**config.mk**
```make
export PLATFORM = sky130hd
export DESIGN_NAME = iec_sd_responder_flat
export DESIGN_NICKNAME = d
export VERILOG_FILES = /design/src/rtl/iec_sd_responder_if.sv /design/src/rtl/iec_sd_responder.sv /design/src/flat_wrapper.sv
export SDC_FILE = /design/constraint.sdc
export NUM_CORES = 1
export LEC_CHECK = 0
export ABC_AREA = 1
export BUFFER_PORTS_ARGS = -buffer_cell sky130_fd_sc_hd__buf_2
export CORE_UTILIZATION = 30
export CTS_BUF_LIST = sky130_fd_sc_hd__clkbuf_16
export DETAILED_ROUTE_END_ITERATION = 8
export GPL_TIMING_DRIVEN = 0
export HOLD_SLACK_MARGIN = 0.12
export PLACE_DENSITY = 0.62
export SETUP_SLACK_MARGIN = 0.15
export SLEW_MARGIN = 20
export SYNTH_ARGS = -nofsm -noshare
export SYNTH_HDL_FRONTEND = slang
export SYNTH_SLANG_ARGS = --single-unit
```
**constraint.sdc**
```tcl
create_clock -name clk_sys -period 8.04 [get_ports clk_sys]
set_input_delay 1.206 -clock clk_sys [delete_from_list [all_inputs] [get_ports clk_sys]]
set_output_delay 1.206 -clock clk_sys [all_outputs]
set_load 0.02 [all_outputs]
```
**src/rtl/iec_sd_responder_if.sv**
```systemverilog
// Drive sector-buffer and backing-memory bus of iec_sd_responder.
// master = the responder; slave = the emulated drives plus the image memory.
interface iec_sd_responder_if #(
   parameter int NDR    = 2,
   parameter int MEM_AW = 24
);
   logic [NDR-1:0][31:0] sd_lba;
   logic [NDR-1:0][5:0]  sd_blk_cnt;
   logic [NDR-1:0]       sd_rd;
   logic [NDR-1:0]       sd_wr;
   logic [NDR-1:0]       sd_ack;
   logic [12:0]          sd_buff_addr;
   logic [7:0]           sd_buff_dout;
   logic                 sd_buff_wr;
   logic [NDR-1:0][7:0]  sd_buff_din;
   logic [MEM_AW-1:0]    mem_addr;
   logic                 mem_rd;
   logic                 mem_wr;
   logic [7:0]           mem_din;
   logic [7:0]           mem_dout;
   logic                 mem_ready;
   logic                 busy;

   modport master (
      input  sd_lba, sd_blk_cnt, sd_rd, sd_wr, sd_buff_din, mem_dout, mem_ready,
      output sd_ack, sd_buff_addr, sd_buff_dout, sd_buff_wr, mem_addr, mem_rd, mem_wr,
             mem_din, busy
   );
   modport slave (
      output sd_lba, sd_blk_cnt, sd_rd, sd_wr, sd_buff_din, mem_dout, mem_ready,
      input  sd_ack, sd_buff_addr, sd_buff_dout, sd_buff_wr, mem_addr, mem_rd, mem_wr,
             mem_din, busy
   );
endinterface

```
**src/rtl/iec_sd_responder.sv**
```systemverilog
// Round-robin drive block-request responder copying 512-byte blocks between image memory and
// drive sector buffers. Define SD_WRPROT_EN to add per-drive write protect (wp / wp_err).
module iec_sd_responder #(
   parameter int  DRIVES = 2,
   parameter int  MEM_AW = 24,
   localparam int NDR    = (DRIVES < 1) ? 1 : ((DRIVES > 4) ? 4 : DRIVES),
   localparam int DW     = (NDR > 2) ? 2 : 1
) (
   input  logic               clk_sys,
   input  logic               reset_n,
   iec_sd_responder_if.master bus
`ifdef SD_WRPROT_EN
  ,input  logic [NDR-1:0]     wp,
   output logic               wp_err
`endif
);
   typedef enum logic [2:0] {
      IDLE, GRANT, RD_REQ, RD_PUT, WR_ADDR, WR_CAP, WR_MEM, DONE
   } state_t;

   state_t            state_q, state_d;
   logic [DW-1:0]     rr_q, rr_d, drv_q, drv_d;
   logic              dir_rd_q, dir_rd_d;
   logic [31:0]       lba_q, lba_d;
   logic [3:0]        cnt_q, cnt_d;
   logic [12:0]       off_q, off_d;
   logic [NDR-1:0]    ack_q, ack_d;
   logic [12:0]       baddr_q, baddr_d;
   logic [7:0]        bdout_q, bdout_d;
   logic              bwr_q, bwr_d;
   logic [MEM_AW-1:0] maddr_q, maddr_d;
   logic              mrd_q, mrd_d;
   logic              mwr_q, mwr_d;
   logic [7:0]        mdin_q, mdin_d;
   logic              busy_q, busy_d;
   logic              found, last;
   logic [DW-1:0]     cand, pick;

`ifdef SD_WRPROT_EN
   logic wp_hit_q, wp_hit_d, wp_err_q, wp_err_d;
   assign wp_err = wp_err_q;
`else
   logic wp_hit_q;
   assign wp_hit_q = 1'b0;
`endif

   // Each drive owns a quarter of the image space; lba/offset overflow wraps silently.
   function automatic logic [MEM_AW-1:0] addr_of(input logic [DW-1:0] d, input logic [31:0] lba,
                                                 input logic [12:0] off);
      return (MEM_AW'(d) << (MEM_AW - 2)) + MEM_AW'({lba, 9'd0}) + MEM_AW'(off);
   endfunction

   always_comb begin
      state_d  = state_q;
      rr_d     = rr_q;
      drv_d    = drv_q;
      dir_rd_d = dir_rd_q;
      lba_d    = lba_q;
      cnt_d    = cnt_q;
      off_d    = off_q;
      ack_d    = ack_q;
      baddr_d  = baddr_q;
      bdout_d  = bdout_q;
      bwr_d    = 1'b0;
      maddr_d  = maddr_q;
      mrd_d    = mrd_q;
      mwr_d    = mwr_q;
      mdin_d   = mdin_q;
      busy_d   = busy_q;
`ifdef SD_WRPROT_EN
      wp_hit_d = wp_hit_q;
      wp_err_d = wp_err_q;
`endif
      found = 1'b0;
      cand  = '0;
      pick  = '0;
      for (int i = 0; i < NDR; i++) begin
         pick = DW'((int'(rr_q) + i) % NDR);
         if (!found && (bus.sd_rd[pick] || bus.sd_wr[pick])) begin
            found = 1'b1;
            cand  = pick;
         end
      end
      last = (off_q == {cnt_q, 9'h1FF});

      case (state_q)
         IDLE: if (found) begin
            state_d  = GRANT;
            drv_d    = cand;
            dir_rd_d = bus.sd_rd[cand];
            lba_d    = bus.sd_lba[cand];
            cnt_d    = (bus.sd_blk_cnt[cand] > 6'd15) ? 4'hF : bus.sd_blk_cnt[cand][3:0];
            off_d    = '0;
`ifdef SD_WRPROT_EN
            wp_hit_d = wp[cand];
`endif
         end
         GRANT: begin
            ack_d        = '0;
            ack_d[drv_q] = 1'b1;
            busy_d       = 1'b1;
            if (dir_rd_q) begin
               state_d = RD_REQ;
               mrd_d   = 1'b1;
               maddr_d = addr_of(drv_q, lba_q, off_q);
            end else begin
               state_d = WR_ADDR;
               baddr_d = off_q;
            end
         end
         RD_REQ: if (bus.mem_ready) begin
            state_d = RD_PUT;
            mrd_d   = 1'b0;
            bdout_d = bus.mem_dout;
            baddr_d = off_q;
            bwr_d   = 1'b1;
         end
         RD_PUT: begin
            off_d = off_q + 13'd1;
            if (last) begin
               state_d = DONE;
               ack_d   = '0;
               busy_d  = 1'b0;
            end else begin
               state_d = RD_REQ;
               mrd_d   = 1'b1;
               maddr_d = addr_of(drv_q, lba_q, off_q + 13'd1);
            end
         end
         WR_ADDR: state_d = WR_CAP;
         WR_CAP, WR_MEM: begin
            if (state_q == WR_CAP) mdin_d = bus.sd_buff_din[drv_q];
            if (state_q == WR_CAP && !wp_hit_q) begin
               state_d = WR_MEM;
               mwr_d   = 1'b1;
               maddr_d = addr_of(drv_q, lba_q, off_q);
            end else if (state_q == WR_CAP || bus.mem_ready) begin
               // Protected writes fall through here straight from WR_CAP without touching memory.
               mwr_d = 1'b0;
               off_d = off_q + 13'd1;
               if (last) begin
                  state_d = DONE;
                  ack_d   = '0;
                  busy_d  = 1'b0;
               end else begin
                  state_d = WR_ADDR;
                  baddr_d = off_q + 13'd1;
               end
            end
         end
         DONE: begin
            state_d = IDLE;
            rr_d    = (drv_q == DW'(NDR - 1)) ? '0 : drv_q + 1'b1;
`ifdef SD_WRPROT_EN
            wp_err_d = wp_err_q | (wp_hit_q & ~dir_rd_q);
`endif
         end
         default: state_d = IDLE;
      endcase
   end

   always_ff @(posedge clk_sys) begin
      if (!reset_n) begin
         state_q  <= IDLE;
         rr_q     <= '0;
         drv_q    <= '0;
         dir_rd_q <= 1'b0;
         lba_q    <= '0;
         cnt_q    <= '0;
         off_q    <= '0;
         ack_q    <= '0;
         baddr_q  <= '0;
         bdout_q  <= '0;
         bwr_q    <= 1'b0;
         maddr_q  <= '0;
         mrd_q    <= 1'b0;
         mwr_q    <= 1'b0;
         mdin_q   <= '0;
         busy_q   <= 1'b0;
`ifdef SD_WRPROT_EN
         wp_hit_q <= 1'b0;
         wp_err_q <= 1'b0;
`endif
      end else begin
         state_q  <= state_d;
         rr_q     <= rr_d;
         drv_q    <= drv_d;
         dir_rd_q <= dir_rd_d;
         lba_q    <= lba_d;
         cnt_q    <= cnt_d;
         off_q    <= off_d;
         ack_q    <= ack_d;
         baddr_q  <= baddr_d;
         bdout_q  <= bdout_d;
         bwr_q    <= bwr_d;
         maddr_q  <= maddr_d;
         mrd_q    <= mrd_d;
         mwr_q    <= mwr_d;
         mdin_q   <= mdin_d;
         busy_q   <= busy_d;
`ifdef SD_WRPROT_EN
         wp_hit_q <= wp_hit_d;
         wp_err_q <= wp_err_d;
`endif
      end
   end

   assign bus.sd_ack       = ack_q;
   assign bus.sd_buff_addr = baddr_q;
   assign bus.sd_buff_dout = bdout_q;
   assign bus.sd_buff_wr   = bwr_q;
   assign bus.mem_addr     = maddr_q;
   assign bus.mem_rd       = mrd_q;
   assign bus.mem_wr       = mwr_q;
   assign bus.mem_din      = mdin_q;
   assign bus.busy         = busy_q;
endmodule

```
**src/flat_wrapper.sv**
```systemverilog
// flat-port wrapper written by rule: the top's interface ports become plain ports
module iec_sd_responder_flat 
#(
   parameter int  DRIVES = 2,
   parameter int  MEM_AW = 24,
   localparam int NDR    = (DRIVES < 1) ? 1 : ((DRIVES > 4) ? 4 : DRIVES),
   localparam int DW     = (NDR > 2) ? 2 : 1
)
  (clk_sys, reset_n, bus_sd_lba, bus_sd_blk_cnt, bus_sd_rd, bus_sd_wr, bus_sd_buff_din, bus_mem_dout, bus_mem_ready, bus_sd_ack, bus_sd_buff_addr, bus_sd_buff_dout, bus_sd_buff_wr, bus_mem_addr, bus_mem_rd, bus_mem_wr, bus_mem_din, bus_busy);
  iec_sd_responder_if #(.NDR((2)), .MEM_AW(MEM_AW)) bus_i ();
  input  logic clk_sys;
  input  logic reset_n;
  input wire logic [$bits(bus_i.sd_lba)-1:0] bus_sd_lba;
  input wire logic [$bits(bus_i.sd_blk_cnt)-1:0] bus_sd_blk_cnt;
  input wire logic [$bits(bus_i.sd_rd)-1:0] bus_sd_rd;
  input wire logic [$bits(bus_i.sd_wr)-1:0] bus_sd_wr;
  input wire logic [$bits(bus_i.sd_buff_din)-1:0] bus_sd_buff_din;
  input wire logic [$bits(bus_i.mem_dout)-1:0] bus_mem_dout;
  input wire logic [$bits(bus_i.mem_ready)-1:0] bus_mem_ready;
  output wire logic [$bits(bus_i.sd_ack)-1:0] bus_sd_ack;
  output wire logic [$bits(bus_i.sd_buff_addr)-1:0] bus_sd_buff_addr;
  output wire logic [$bits(bus_i.sd_buff_dout)-1:0] bus_sd_buff_dout;
  output wire logic [$bits(bus_i.sd_buff_wr)-1:0] bus_sd_buff_wr;
  output wire logic [$bits(bus_i.mem_addr)-1:0] bus_mem_addr;
  output wire logic [$bits(bus_i.mem_rd)-1:0] bus_mem_rd;
  output wire logic [$bits(bus_i.mem_wr)-1:0] bus_mem_wr;
  output wire logic [$bits(bus_i.mem_din)-1:0] bus_mem_din;
  output wire logic [$bits(bus_i.busy)-1:0] bus_busy;
  assign bus_i.sd_lba = bus_sd_lba;
  assign bus_i.sd_blk_cnt = bus_sd_blk_cnt;
  assign bus_i.sd_rd = bus_sd_rd;
  assign bus_i.sd_wr = bus_sd_wr;
  assign bus_i.sd_buff_din = bus_sd_buff_din;
  assign bus_i.mem_dout = bus_mem_dout;
  assign bus_i.mem_ready = bus_mem_ready;
  assign bus_sd_ack = bus_i.sd_ack;
  assign bus_sd_buff_addr = bus_i.sd_buff_addr;
  assign bus_sd_buff_dout = bus_i.sd_buff_dout;
  assign bus_sd_buff_wr = bus_i.sd_buff_wr;
  assign bus_mem_addr = bus_i.mem_addr;
  assign bus_mem_rd = bus_i.mem_rd;
  assign bus_mem_wr = bus_i.mem_wr;
  assign bus_mem_din = bus_i.mem_din;
  assign bus_busy = bus_i.busy;
  iec_sd_responder #(.DRIVES(DRIVES), .MEM_AW(MEM_AW)) u_core (.clk_sys(clk_sys), .reset_n(reset_n), .bus(bus_i));
endmodule
```
Word level (Yosys, flattened, before mapping)
Cells that the tools add are included.
{"block": "totals", "reg_bits": 97}
{"block": "classes", "n_addsub": 6, "magnitude_cmp": 6, "eq_ne": 18, "muxes": 61, "reduce_logical": 24}
{"operator": "$mux W13", "count": 8}
{"operator": "$pmux W13 S3", "count": 2}
{"operator": "$mux W24", "count": 3}
{"operator": "$pmux W24 S3", "count": 1}
{"operator": "$add A24 B13 Y24", "count": 2}
{"operator": "$mux W15", "count": 2}
{"operator": "$mux W1", "count": 25}
{"operator": "$add A23 B24 Y24", "count": 1}
{"operator": "$pmux W3 S7", "count": 1}
{"operator": "$mux W3", "count": 6}
{"operator": "$mux W8", "count": 2}
{"operator": "$add A13 B1 Y13 const B", "count": 1}
{"operator": "$eq A13 B13 Y1", "count": 1}
{"operator": "$eq A3 B3 Y1 const B", "count": 4}
{"operator": "$mux W6", "count": 2}
{"operator": "$reduce_and A4 Y1", "count": 3}
{"operator": "$reduce_bool A3 Y1", "count": 4}
{"operator": "$ne A2 B2 Y1 const B", "count": 5}
{"operator": "$reduce_and A2 Y1", "count": 5}
{"operator": "$lt A1 B2 Y1 const B", "count": 4}
{"operator": "$mux W2", "count": 4}
{"operator": "$ne A2 B1 Y1 const B", "count": 4}
{"operator": "$eq A3 B2 Y1 const B", "count": 2}
{"operator": "$gt A6 B4 Y1 const B", "count": 1}
{"operator": "16 further kinds", "count": 22}

Depth between registers and ports, before layout
{"block": "depth", "depth_word": 11, "ltp_mapped": 17, "mapped_depth_nobuf": 16}

Least setup slack after synthesis
Ideal clock, no wire load.
{"block": "synth_timing", "kind": "reg2reg", "startpoint": "reg u_core.state_q[1]", "endpoint": "reg u_core.maddr_q[19] (netlist: u_core.bus.mem_addr[19])", "setup_time_ns": 0.113, "arrival_ns": 2.546, "slack_ns": 5.382, "stages_incl_launch_ff": 17, "path_buffers": 2, "path_cell_list": "dfxtp_1 nand2_1 nor2_1 buf_2 inv_2 clkbuf_1 nand2_1 o21ai_0 ha_1 fa_1 nand3_1 nand3_1 nand3_1 nor2_1 xor2_1 nor2_1 nor2_1"}
{"block": "synth_via", "elab_chain_len": 4, "elab_cells_between_ends": 11, "cone_classes": "7 x eq/ne; 1 x mux; 3 x reduce/logical"}
{"item": "start, declared", "line_no": "iec_sd_responder.sv:21", "source": "state_t state_q, state_d;"}
{"item": "start signal, assigned", "line_no": "iec_sd_responder.sv:185", "source": "state_q <= state_d;"}
{"item": "$eq A3 B3 Y1, on equally long branches", "line_no": "iec_sd_responder.sv:86, iec_sd_responder.sv:133"}
{"item": "$reduce_or A2 Y1", "line_no": "iec_sd_responder.sv:86", "source": "case (state_q)"}
{"item": "$ne A2 B1 Y1 (no source line) / $reduce_bool A3 Y1 (equally long branches)"}
{"item": "$reduce_and A4 Y1 (no source line)"}
{"item": "end signal, assigned", "line_no": "iec_sd_responder.sv:196", "source": "maddr_q <= maddr_d;"}
{"item": "end, declared", "line_no": "iec_sd_responder.sv:31", "source": "logic [MEM_AW-1:0] maddr_q, maddr_d;"}
Parallel ways exist; a longest one is shown, timed or not.
A chain may end at the register's enable or synchronous reset.

Worst setup path after layout
{"block": "layout_timing", "startpoint": "reg u_core.state_q[0]", "endpoint": "reg u_core.maddr_q[19] (netlist: u_core.bus.mem_addr[19])"}
The elaborated chain is that of the path after synthesis.

==> results by group <==
Yosys
  • Async S/R FF share, synth: 0%
  • Yosys warning total: 0
  • Post-synth EDFFs: 0
  • Gate Count Post-Synth: 823
  • Mapped cell area: 0.00520 mm^2
  • Synthesized net count: 937
  • Part of the Yosys area used for sequential elements: 37.3%
  • Synthesized area per cell: 6.32 um^2
  • Synthesis-stage register bit count: 97
  • Main flop type after synthesis: dfxtp_1
  • Synth unique cells: 30

Power and ir drop
  • Peak supply drop: 0.000123 V
  • Pwr dens: 347 mW/mm^2
  • Leak: 3.05 nW

Setup path
  • CP dominant cell by count: nor2_1
  • WP data arrival: 3460 ps
  • Slowest stage delay, CP: 470 ps
  • Startpoint Class: register
  • Critical path required time: 8290 ps
  • CP Class: register to register
  • CP max stage cell: dfxtp_1
  • CP Cell Sequence: nand2_1, nor2_1, buf_2, inv_2, clkbuf_1, nand2_1, o21ai_0, ha_1, fa_1, nand3_1, nand3_1, nand3_1, nor2_1, xor2_1, nor2_1, nor2_1
  • Crit end category: register
  • CP Max Fanout: 10

Detailed routing
  • Initial DRC count: 381
  • DRT Wirelength: 15,200 um
  • Routed len/inst: 12.7 um
  • Detailed-route DRC error count: 0
  • First drt pass iteration count: 5
  • Total number of vias: 5,419
  • Antenna-violating nets left: 0
  • Vias per cell: 4.55

Layout
  • Final net count: 1,079
  • Layout overhead on the synthesized area: 23.3%
  • Layout cells sized above 1: 17.4%
  • Fin area: 0.00641 mm^2

Clocking
  • CTS H-tree depth: 3
  • Clock Pin Slew Worst Setup and Hold Paths: 60 ps
  • Postcts setup bufs: 0
  • Post-CTS resize count: 0
  • Clock Latency Late Sink: 360 ps
  • Num CTS Buffers: 9
  • Hold buffer count at cts: 0
  • Clock buffer depth: 2
  • Clock sink count: 97
  • Root buf cell: clkbuf_16
  • CTS tree: done

Die
  • Initial Util: 31.0%
  • # IOs: 166
  • Row count: 47
  • Die X-Extent: 134 um
  • Die area: 0.0179 mm^2
  • Die height: 134 um
  • Core footprint: 0.0168 mm^2

GRT
  • GR Overflow Total: 0
  • Largest net degree at the start of global routing: 15
  • First-pass GRT wire length: 24,800 um
  • Number of global-route vias before repair: 4,948
  • Total track usage: 17.6%
  • Initial antenna violation count: 1

Placed design
  • Post-place setup slack: 4850 ps
  • Placed cell area: 0.00613 mm^2
  • PortBufs: 131
  • Placer Congestion: 0.918
  • DP HPWL: 11,800 um

STA
  • Setup TNS: 0 ps
  • Final period utilization: 40.0%
  • Final Skew: 8.02 ps
  • Setup violators final: 0
  • FMAX: 311 MHz
  • Post-route setup slack: 4820 ps
  • Shortest period the worst path allows: 3220 ps
  • Max Slew Vio Count: 0
  • Slew margin rel.: 56.4%
  • RSZ-0062 raised after global routing: false
  • Worst-margin pin slew: 654 ps
  • Final hold violations: 0

Job
  • Max Cap Viol: 0

Min path
  • HP Class: register to register

Outcome
  • Status: finished, final reports clean
[power by group]
part           total, W  switching, W  internal (W)
registers      0.000718     0.0000977      0.000620
logic           0.00109      0.000729      0.000359
clock network  0.000420      0.000184      0.000236
total           0.00223       0.00101       0.00121
[final cells by class]
| class | instances | area (um^2) |
|---|---|---|
| Sequential cell | 97 | 1940 |
| Clock inverter | 7 | 55.1 |
| Tap cell | 220 | 275 |
| Clock buffer | 9 | 225 |
| Antenna cell | 1 | 2.50 |
| Multi-Input combinational cell | 604 | 2770 |
| Inverter | 85 | 319 |
| Timing Repair Buffer | 131 | 656 |
| Buffer | 37 | 171 |
| Fill cell | 1810 | 10300 |
[critical path, delay by kind of cell, from the launching register on]
kind / cells / cell delay, ps
adders and majority gates: 2 / 700
AOI/OAI and AO/OA: 1 / 80
and+or+nand+nor: 9 / 1130
DFF: 1 / 470
xor gates and xnor gates: 1 / 130
buffers and inverters: 3 / 590
[stage by stage]
stage / hold WS [ps] / util [%] / power (W) / std cells
finish: 440 / 38.3 / 0.00223 / 1191
global route: 465 / 38.3 / 0.00243 / 1190
CTS: 445 / 38.3 / 0.00224 / 1190
detailed placement: 434 / 36.6 / 0.00181 / 1174
global placement: 429 / 36.6 / 0.00181 / 1174
floorplan: 424 / - / 0.00149 / 823
[cells in the final DEF, fill, tap and decap left out, types with 9 or more instances in the layout]
cell type    n
a21oi_1     58
buf_2      139
clkbuf_1    24
clkbuf_16    9
dfxtp_1     97
inv_1       83
nand2_1    225
nand3_1     39
nand4_1     19
nor2_1     139
o21ai_0     76
xor2_1      15
[synth_stat cells (3+ instances only)]
cell type,count,share of area (%)
buf_2,8,0.77
ha_1,6,1.4
inv_1,80,5.8
nor2_1,139,10
dfxtp_1,97,37
nand3_1,39,3.8
xnor2_1,3,0.51
nor2_4,3,0.65
nor2_2,4,0.48
a31oi_1,4,0.48
nor3_1,3,0.29
clkbuf_1,24,1.7
nand4_1,19,2.3
inv_2,3,0.22
nand2_1,225,16
xor2_1,15,2.5
o21ai_0,76,7.3
a21oi_1,58,5.6
[kinds of logic (layout without fill, tap and decap cells)]
kind of cell	count (synthesis)	after routing	share of synthesized area (%)
AO/OA/AOI/OAI	139	139	13.5
flip-flops	97	97	37.3
buffers and inverters	122	269	9.43
adder cells (fa/ha/maj)	7	7	1.83
other	0	1	0
XOR/XNOR	18	18	3.03
AND/OR/NAND/NOR	440	440	34.8
[worst paths after layout]
path | depth (start not counted) | end | from | slack (ps)
worst min register to register | 2 | u_core.bus.mem_din[6] | u_core.bus.mem_din[6] | 440
worst max register to register | 16 | u_core.bus.mem_addr[19] | u_core.state_q[0] | 4820
worst min-delay path | 2 | u_core.bus.mem_din[6] | u_core.bus.mem_din[6] | 440
worst max-delay path | 16 | u_core.bus.mem_addr[19] | u_core.state_q[0] | 4820
[sequential cells by signal, indices dropped and copies added (netlist names)]
| signal | count |
|---|---|
| u_core.bus.mem_din | 8 |
| u_core.bus.mem_rd | 1 |
| u_core.lba_q | 15 |
| u_core.bus.sd_buff_wr | 1 |
| u_core.drv_q | 1 |
| u_core.off_q | 13 |
| u_core.bus.sd_buff_addr | 13 |
| u_core.rr_q | 1 |
| u_core.bus.sd_buff_dout | 8 |
| u_core.dir_rd_q | 1 |
| u_core.bus.mem_wr | 1 |
| u_core.bus.sd_ack | 2 |
| u_core.cnt_q | 4 |
| u_core.bus.mem_addr | 24 |
| u_core.bus.busy | 1 |
| u_core.state_q | 3 |
[routing by layer]
layer  GRT usage (%)  vias to the layer above  wire, um
met5               0                        -         0
met4            6.63                        0       276
met2            27.3                      138      6700
met1            24.0                     2359      7450
met3            3.46                       17       745
li1                -                     2905         -
Power figures use the tool's default switching activity.
